--- src/rtl/parking_gate_controller.sv ---
// Lane-side front end for the car park occupancy counter.
// Conditions the four loop sensors and runs one gate FSM per lane,
// producing single-cycle arrival/departure/denied/underflow pulses.
//
// Handshake: there is no valid/ready flow here. Every pulse output is a
// registered strobe that is high for exactly one clock per event, and the
// occupancy counter samples it on the next rising edge.

// Synchronizer plus debounce counter for one asynchronous loop sensor.
module parking_gate_debounce #(
    parameter int unsigned DEBOUNCE_CYCLES = 4
) (
    input  logic clock,
    input  logic reset,
    input  logic raw_i,
    output logic level_o
);
    logic       sync1_q;
    logic       sync2_q;
    logic       level_q;
    logic [7:0] count_q;

    // Two-flop synchronizer, then count consecutive samples that disagree with the debounced level.
    always_ff @(posedge clock or negedge reset) begin
        if (!reset) begin
            sync1_q <= 1'b0;
            sync2_q <= 1'b0;
            level_q <= 1'b0;
            count_q <= 8'd0;
        end else begin
            sync1_q <= raw_i;
            sync2_q <= sync1_q;
            if (sync2_q == level_q) begin
                count_q <= 8'd0;
            end else if (count_q == 8'(DEBOUNCE_CYCLES - 1)) begin
                // This sample is the DEBOUNCE_CYCLES-th disagreeing one.
                level_q <= ~level_q;
                count_q <= 8'd0;
            end else begin
                count_q <= count_q + 8'd1;
            end
        end
    end

    assign level_o = level_q;
endmodule

module parking_gate_controller #(
    parameter int unsigned DEBOUNCE_CYCLES = 4,
    parameter int unsigned GATE_TIMEOUT    = 32
) (
    input  logic clock,
    input  logic reset,
    input  logic entry_presence_raw,
    input  logic entry_pass_raw,
    input  logic exit_presence_raw,
    input  logic exit_pass_raw,
    input  logic full_signal,
    input  logic empty_signal,
    output logic entry_gate_open,
    output logic exit_gate_open,
    output logic car_arrival,
    output logic car_departure,
    output logic entry_denied,
    output logic exit_underflow
);
    typedef enum logic [1:0] {
        ST_IDLE = 2'd0,
        ST_OPEN = 2'd1,
        ST_PASS = 2'd2
    } gate_state_e;

    logic en_pres_lvl, en_pass_lvl, ex_pres_lvl, ex_pass_lvl;
    logic en_pres_prev_q, en_pass_prev_q, ex_pres_prev_q, ex_pass_prev_q;
    logic en_pres_rise, en_pass_rise, en_pass_fall;
    logic ex_pres_rise, ex_pass_rise, ex_pass_fall;

    gate_state_e entry_state_q, entry_state_d;
    gate_state_e exit_state_q, exit_state_d;
    logic [15:0] entry_timer_q, entry_timer_d;
    logic [15:0] exit_timer_q, exit_timer_d;
    logic        arrival_q, arrival_d;
    logic        denied_q, denied_d;
    logic        departure_q, departure_d;
    logic        underflow_q, underflow_d;

    parking_gate_debounce #(.DEBOUNCE_CYCLES(DEBOUNCE_CYCLES)) u_en_pres (
        .clock(clock), .reset(reset), .raw_i(entry_presence_raw), .level_o(en_pres_lvl));
    parking_gate_debounce #(.DEBOUNCE_CYCLES(DEBOUNCE_CYCLES)) u_en_pass (
        .clock(clock), .reset(reset), .raw_i(entry_pass_raw), .level_o(en_pass_lvl));
    parking_gate_debounce #(.DEBOUNCE_CYCLES(DEBOUNCE_CYCLES)) u_ex_pres (
        .clock(clock), .reset(reset), .raw_i(exit_presence_raw), .level_o(ex_pres_lvl));
    parking_gate_debounce #(.DEBOUNCE_CYCLES(DEBOUNCE_CYCLES)) u_ex_pass (
        .clock(clock), .reset(reset), .raw_i(exit_pass_raw), .level_o(ex_pass_lvl));

    // Previous debounced levels, so edges are a compare of two registers.
    always_ff @(posedge clock or negedge reset) begin
        if (!reset) begin
            en_pres_prev_q <= 1'b0;
            en_pass_prev_q <= 1'b0;
            ex_pres_prev_q <= 1'b0;
            ex_pass_prev_q <= 1'b0;
        end else begin
            en_pres_prev_q <= en_pres_lvl;
            en_pass_prev_q <= en_pass_lvl;
            ex_pres_prev_q <= ex_pres_lvl;
            ex_pass_prev_q <= ex_pass_lvl;
        end
    end

    assign en_pres_rise = en_pres_lvl & ~en_pres_prev_q;
    assign en_pass_rise = en_pass_lvl & ~en_pass_prev_q;
    assign en_pass_fall = ~en_pass_lvl & en_pass_prev_q;
    assign ex_pres_rise = ex_pres_lvl & ~ex_pres_prev_q;
    assign ex_pass_rise = ex_pass_lvl & ~ex_pass_prev_q;
    assign ex_pass_fall = ~ex_pass_lvl & ex_pass_prev_q;

    // FSM state, timers and pulse registers for both lanes.
    always_ff @(posedge clock or negedge reset) begin
        if (!reset) begin
            entry_state_q <= ST_IDLE;
            exit_state_q  <= ST_IDLE;
            entry_timer_q <= 16'd0;
            exit_timer_q  <= 16'd0;
            arrival_q     <= 1'b0;
            denied_q      <= 1'b0;
            departure_q   <= 1'b0;
            underflow_q   <= 1'b0;
        end else begin
            entry_state_q <= entry_state_d;
            exit_state_q  <= exit_state_d;
            entry_timer_q <= entry_timer_d;
            exit_timer_q  <= exit_timer_d;
            arrival_q     <= arrival_d;
            denied_q      <= denied_d;
            departure_q   <= departure_d;
            underflow_q   <= underflow_d;
        end
    end

    // Entry lane: refuse on full, open, wait for pass rise or timeout, close on pass fall.
    always_comb begin
        entry_state_d = entry_state_q;
        entry_timer_d = entry_timer_q;
        arrival_d     = 1'b0;
        denied_d      = 1'b0;
        case (entry_state_q)
            ST_IDLE: begin
                if (en_pres_rise) begin
                    if (full_signal) begin
                        denied_d = 1'b1;
                    end else begin
                        entry_state_d = ST_OPEN;
                        entry_timer_d = 16'd0;
                    end
                end
            end
            ST_OPEN: begin
                entry_timer_d = entry_timer_q + 16'd1;
                // A pass rise takes priority over a timeout on the same cycle.
                if (en_pass_rise) begin
                    arrival_d     = 1'b1;
                    entry_state_d = ST_PASS;
                end else if (entry_timer_q == 16'(GATE_TIMEOUT - 1)) begin
                    entry_state_d = ST_IDLE;
                end
            end
            ST_PASS: begin
                if (en_pass_fall) begin
                    entry_state_d = ST_IDLE;
                end
            end
            default: entry_state_d = ST_IDLE;
        endcase
    end

    // Exit lane: never refused; flags underflow alongside a departure while empty.
    always_comb begin
        exit_state_d = exit_state_q;
        exit_timer_d = exit_timer_q;
        departure_d  = 1'b0;
        underflow_d  = 1'b0;
        case (exit_state_q)
            ST_IDLE: begin
                if (ex_pres_rise) begin
                    exit_state_d = ST_OPEN;
                    exit_timer_d = 16'd0;
                end
            end
            ST_OPEN: begin
                exit_timer_d = exit_timer_q + 16'd1;
                if (ex_pass_rise) begin
                    departure_d  = 1'b1;
                    underflow_d  = empty_signal;
                    exit_state_d = ST_PASS;
                end else if (exit_timer_q == 16'(GATE_TIMEOUT - 1)) begin
                    exit_state_d = ST_IDLE;
                end
            end
            ST_PASS: begin
                if (ex_pass_fall) begin
                    exit_state_d = ST_IDLE;
                end
            end
            default: exit_state_d = ST_IDLE;
        endcase
    end

    // Gate drive comes straight from the registered state, so reset drops it at once.
    assign entry_gate_open = (entry_state_q != ST_IDLE);
    assign exit_gate_open  = (exit_state_q != ST_IDLE);
    assign car_arrival     = arrival_q;
    assign car_departure   = departure_q;
    assign entry_denied    = denied_q;
    assign exit_underflow  = underflow_q;
endmodule

--- config.mk ---
export PLATFORM = sky130hd
export DESIGN_NAME = parking_gate_controller
export DESIGN_NICKNAME = d
export VERILOG_FILES = /design/src/rtl/parking_gate_controller.sv
export SDC_FILE = /design/constraint.sdc
export NUM_CORES = 1
export LEC_CHECK = 0
export ABC_AREA = 0
export CORE_ASPECT_RATIO = 0.75
export CORE_MARGIN = 3
export CORE_UTILIZATION = 55
export CTS_CLUSTER_DIAMETER = 200
export DETAILED_ROUTE_END_ITERATION = 16
export GPL_TIMING_DRIVEN = 1
export PLACE_DENSITY = 0.73
export SYNTH_ARGS = -nofsm -noshare
export SYNTH_HDL_FRONTEND = slang
export SYNTH_SLANG_ARGS = --single-unit
--- constraint.sdc ---
create_clock -name clock -period 2.2 [get_ports clock]
set_input_delay 0.44 -clock clock [delete_from_list [all_inputs] [get_ports clock]]
set_output_delay 0.44 -clock clock [all_outputs]
set_load 0.03 [all_outputs]
-- Yosys cells after proc, flatten, opt, wreduce, memory -nomap -nowiden
Index checks and enable logic that the tools add are counted.
- word-level logic and storage cells: 120
- output and inout bits: 6
- input port bits: 8
- flip-flop bits (word level): 88
- equality and inequality tests: 21
- bitwise operators: 18
- $add $sub $neg: 6
- reductions and logical operators: 14
- mux-type cells: 33
- operator list (cell ; count):
    $mux W8 ; 8
    $pmux W16 S2 ; 2
    $mux W16 ; 3
    $add A16 B1 Y16 const B ; 2
    $add A8 B1 Y8 const B ; 4
    $eq A16 B5 Y1 const B ; 2
    $eq A8 B2 Y1 const B ; 4
    $mux W2 ; 9
    $not A1 Y1 ; 12
    $pmux W2 S3 ; 2
    $ne A2 B2 Y1 const B ; 5
    $reduce_and A2 Y1 ; 5
    $mux W1 ; 9
    $reduce_bool A2 Y1 ; 4
    $and A1 B1 Y1 ; 6
    $ne A3 B3 Y1 const B ; 2
    $reduce_and A3 Y1 ; 2
    $eq A1 B1 Y1 ; 4
    $eq A2 B1 Y1 const B ; 2
    $eq A2 B2 Y1 const B ; 2
    $logic_not A2 Y1 ; 2
    $reduce_and A4 Y1 ; 1

-- Logic depth before layout (Yosys ltp)
- word-level depth: 4
- gate-level depth with buffers: 5
- depth with buffers taken out: 5

-- Hierarchy
A second synthesis with hierarchy kept.
- cell total of the unflattened synthesis: 403
- area, all modules: 4167.7 um^2
- by module, submodules not included (module ; area each (um^2) ; times used ; cells an instance ; seq. area each (um^2)):
    parking_gate_controller ; 2195.9 ; 1 ; 227 ; 1101.1
    parking_gate_debounce ; 493.0 ; 4 ; 44 ; 275.3

-- Least setup slack after synthesis
OpenSTA, ideal clock, no wires.
- path type: reg2reg
- start point: register entry_state_q[1]
- end point: register entry_timer_q[2]
- path slack: 515 ps
- period minus slack after synthesis: 1685 ps
- path buffers: 1
- stages on the path, launching flop included: 6
- data arrival time: 1564 ps
- required time: 2079 ps
- library setup time: 121 ps
- path through: dfrtp_1 -> or2_2 -> nor3b_1 -> nor2b_1 -> buf_2 -> nor2_1
- cells in the longest elaborated chain, start to end: 3
- elaborated cells on any way between the ends: 7
- those cells by class: eq/ne (3); mux (1); reduce/logical (3)
- ends and longest elaborated chain (item ; line ; RTL):
    start: declaration ; 78 ; gate_state_e entry_state_q, entry_state_d;
    start signal: assignment ; 130 ; entry_state_q <= entry_state_d;
    $eq A2 B1 Y1 or $logic_not A2 Y1 (tied branches) ; 147 ; case (entry_state_q)
    $reduce_bool A2 Y1 (no source line) or $ne A2 B2 Y1 (tied branches) ; - ;
    $reduce_and A3 Y1 (no source line) ; - ;
    end signal: assignment ; 132 ; entry_timer_q <= entry_timer_d;
    end: declaration ; 80 ; logic [15:0] entry_timer_q, entry_timer_d;
Parallel ways exist; a longest one is shown, timed or not.
A chain may end at the register's enable or synchronous reset.

-- Worst setup path in the final report
- start point: register exit_state_q[0]
- end point: output exit_gate_open
- cells in the longest elaborated chain, start to end: 1
- ends and longest elaborated chain (item ; line ; RTL):
    start: declaration ; 79 ; gate_state_e exit_state_q, exit_state_d;
    start signal: assignment ; 131 ; exit_state_q <= exit_state_d;
    $reduce_bool A2 Y1 ; 211 ; assign exit_gate_open = (exit_state_q != ST_IDLE);
    end: declaration ; 61 ; output logic exit_gate_open,
Every way passes these cells.

==> impl_results.md <==
* Status: completed
* Net Count, Synth at 388
* Area growth from synthesis to layout at 13.4%
* Startpoint Class: flip-flop
* Critical-path top delay cell: clkdlybuf4s50_1
* Synth Instances at between 300 and 400
* Clock Path Buffers at 2
* Synthesis Warnings at 0
* Register area share after synthesis at between 50 and 60%
* RePlAce Congestion at roughly 0.84
* Fin area at between 4000 and 5000 µm²
* Via Count at ~2800
* Num Clock Sinks at between 80 and 90
* DR iter-0 viols at 102
* Total GRT Usage at between 10% and 20%
* Post-route insts no fill at 503
* Cells along the critical path: nor2_1, inv_1, clkdlybuf4s50_1
* Final Hold Viols at 0
* Crit path time final at around 2100 ps
* Post-CTS Hold Buffers at 0
* Crit path arrival time at around 1700 ps
* Fin. max-slew vios at 0
* Synth top area share at a little under three fifths
* Layout cells sized above 1 at under 10%
* Area share of and/or/nand/nor cells after synthesis at a little under a quarter
* Mux cell area share after synthesis at under 10%
* Number of synthesized flops with an enable pin at 0
* Antenna Cells at 0
* PD cells at between 900 and 1000 nW/µm²
* Vias in the first global route at 2712
* CTS Buf Count at 9
* Worst hold-check path type: primary input to asynchronous set/reset pin
* Maximum VDD drop at 0.706 mV
* Synth cell types at a little over 40
* RSZ-0062 raised after global routing: no
* Post-Synth Adder-Cell Area at 1.90%
* Clock Tree Root: clkbuf_8
* Reg-to-reg endpoint: exit_timer_q[12]
* Initial antenna violation count at 0
* Req. time, crit path at roughly 1800 ps
* Post-Syn Area per Cell at around 11 µm²
* TNS Setup at 0 ps
* Maximum fanout along the worst path at 11
* Number of I/O port buffers at 13
* Final period util at 95.7%
* Asr flop ratio synth at between 90% and 100%
* Core Area at a little under 7000 µm²
* Detailed Route WL at 6790 µm
* Clock Latency Late Sink at ~350 ps
* Synth area leaders: dfrtp_1, xor2_1, nor2_1
* FMAX at 475 MHz
* Number of I/O pins at 14
* Yosys top cell by area: dfrtp_1
* Launching point of the worst reg2reg path: exit_timer_q[0]
* Cell row count at 26
* DR WL/cell at approximately 13 µm
* Cells after DPL at about 500
* Crit path kind: flip-flop to output port
* DRT Pass-1 Iters at 4
* Total of max-cap violations at 0
* Die Height at roughly 79 µm
* First-pass GRT wire length at around 12000 µm
* Fin Clk Skew at 6.33 ps
* DIE AREA at between 8000 and 9000 µm²
* Htree depth at 3
* Initial core utilization at between 50 and 60%
* Relative slew slack at a little under three fifths
* Largest net degree at the start of global routing at 34
* Post-DP Area at around 4300 µm²
* Most used DFF post-synth: dfrtp_1
* Lkg Pwr at 2.00 nW
* Least-Margin Pin Slew at 639 ps
* Final setup viols at 0
* Yosys reg bits at 88
* Detail Placement HPWL at between 4000 and 5000 µm
* R2r setup slk at slightly below 300 ps
* Fin nets at 414
* DRC errors left at 0
* Crit end category: output port
* Die Width at around 100 µm
* Slowest cell delay on critical path at 590 ps
* Worst setup path startpoint: exit_state_q[0]
* Xor-xnor portion of the synthesized cell area at just over 8%
* Largest family of logic cells by synthesized area: simple AND/OR/NAND/NOR gates
* FF-to-FF path depth at 5
* Grt total ovfl at 0
* Cell Area, Synth at 3960 µm²
* Clock slew at reported path FFs at roughly 80 ps
* Post-synthesis compound-gate area fraction at 9.27%
* CTS tree: yes
* Vias per inst at ~5.5
* Final ANT Viol Nets at 0
[cells in the mapped netlist, types with 2 or more instances]
cell,n
o2111ai_1,3
xnor2_1,8
and4_1,4
clkbuf_1,3
o21a_1,2
buf_2,2
nand2_1,23
o21ai_0,19
nand2b_1,7
nor4b_1,4
nand3_1,27
o211ai_1,6
o31ai_1,4
nor2_1,43
nand4_1,5
dfrtp_1,88
nor3_1,6
nor4_1,5
a21oi_1,17
and2_1,4
xor2_1,29
ha_1,6
mux2_2,4
nor2b_1,4
and3_1,18
inv_1,5
or4_1,4
or3_1,11
[final cells by class]
type	instances	area [µm²]
Clock inverter	4	76.3
Clock buffer	12	155
Tap cell	98	123
Inverter	5	18.8
Sequential cell	88	2200
Fill cell	539	2410
Multi-Input combinational cell	276	1710
Timing Repair Buffer	20	195
[layer usage]
layer  routed length [µm]  track usage (%)  up-vias
li1                     -                -     1389
met1                 3600             26.3     1342
met2                 2930             27.6       34
met3                  166             5.09        9
met4                   89             6.11        0
met5                    0                0        -
[logic make-up (layout without fill, tap and decap cells)]
kind of cell | count (synthesis) | in the layout
and+or+nand+nor | 170 | 170
muxes | 4 | 4
DFF | 88 | 88
AOI/OAI and AO/OA | 59 | 59
xor gates and xnor gates | 37 | 37
adders and majority gates | 6 | 6
buffers and inverters | 10 | 41
[cells in the final DEF (no fill, tap or decap), types with 8 or more instances in the layout]
cell type / netlist / final
clkdlybuf4s50_1: 0 / 11
clkbuf_8: 0 / 11
xnor2_1: 8 / 8
nand2_1: 23 / 23
o21ai_0: 19 / 19
a21oi_1: 17 / 17
and3_1: 18 / 18
or3_1: 11 / 11
nor2_1: 43 / 43
xor2_1: 29 / 29
dfrtp_1: 88 / 87
nand3_1: 27 / 27
[state kept, by name, indices dropped and copies added (netlist names), 2 cells and up]
signal,count
entry_state_q,2
entry_timer_q,16
exit_state_q,2
exit_timer_q,16
u_en_pass.count_q,8
u_en_pres.count_q,8
u_ex_pass.count_q,8
u_ex_pres.count_q,8
[power breakdown]
| part | internal [mW] | switching (mW) | leakage, nW |
|---|---|---|---|
| Clock | 0.704 | 0.539 | 0.113 |
| Combinational | 0.436 | 0.585 | 0.713 |
| Sequential | 1.89 | 0.298 | 1.17 |
[stage by stage]
stage / util (%) / setup WS, ps / hold slack, ps / power, mW
after floorplan: - / 515 / 144 / 2.87
after global placement: 61.6 / 111 / 333 / 3.20
after detailed placement: 61.6 / 102 / 336 / 3.23
after CTS: 65.0 / 29.7 / 8.32 / 4.50
after global routing: 65.0 / 14.4 / 24.4 / 4.74
final: 65.0 / 94.9 / 14.2 / 4.45
[worst max-delay path by stage]
stage,end,depth (start not counted)
3_5_place_dp,entry_timer_q[11],5
5_1_grt,exit_gate_open,3
3_3_place_gp,entry_timer_q[11],5
6_report,exit_gate_open,3
4_1_cts,exit_gate_open,3
2_1_floorplan,entry_timer_q[2],5
[critical path, delay by kind of cell (launching register included)]
family                 cells  cell delay, ps
AND/OR/NAND/NOR            1             200
buffers and inverters      2             650
flip-flops                 1             470
[repair_timing]
item	CTS	global route
endpoints found under the setup margin	0	2
buffers inserted	0	0
resized for setup	0	2
(Power assumes the default switching activity.)
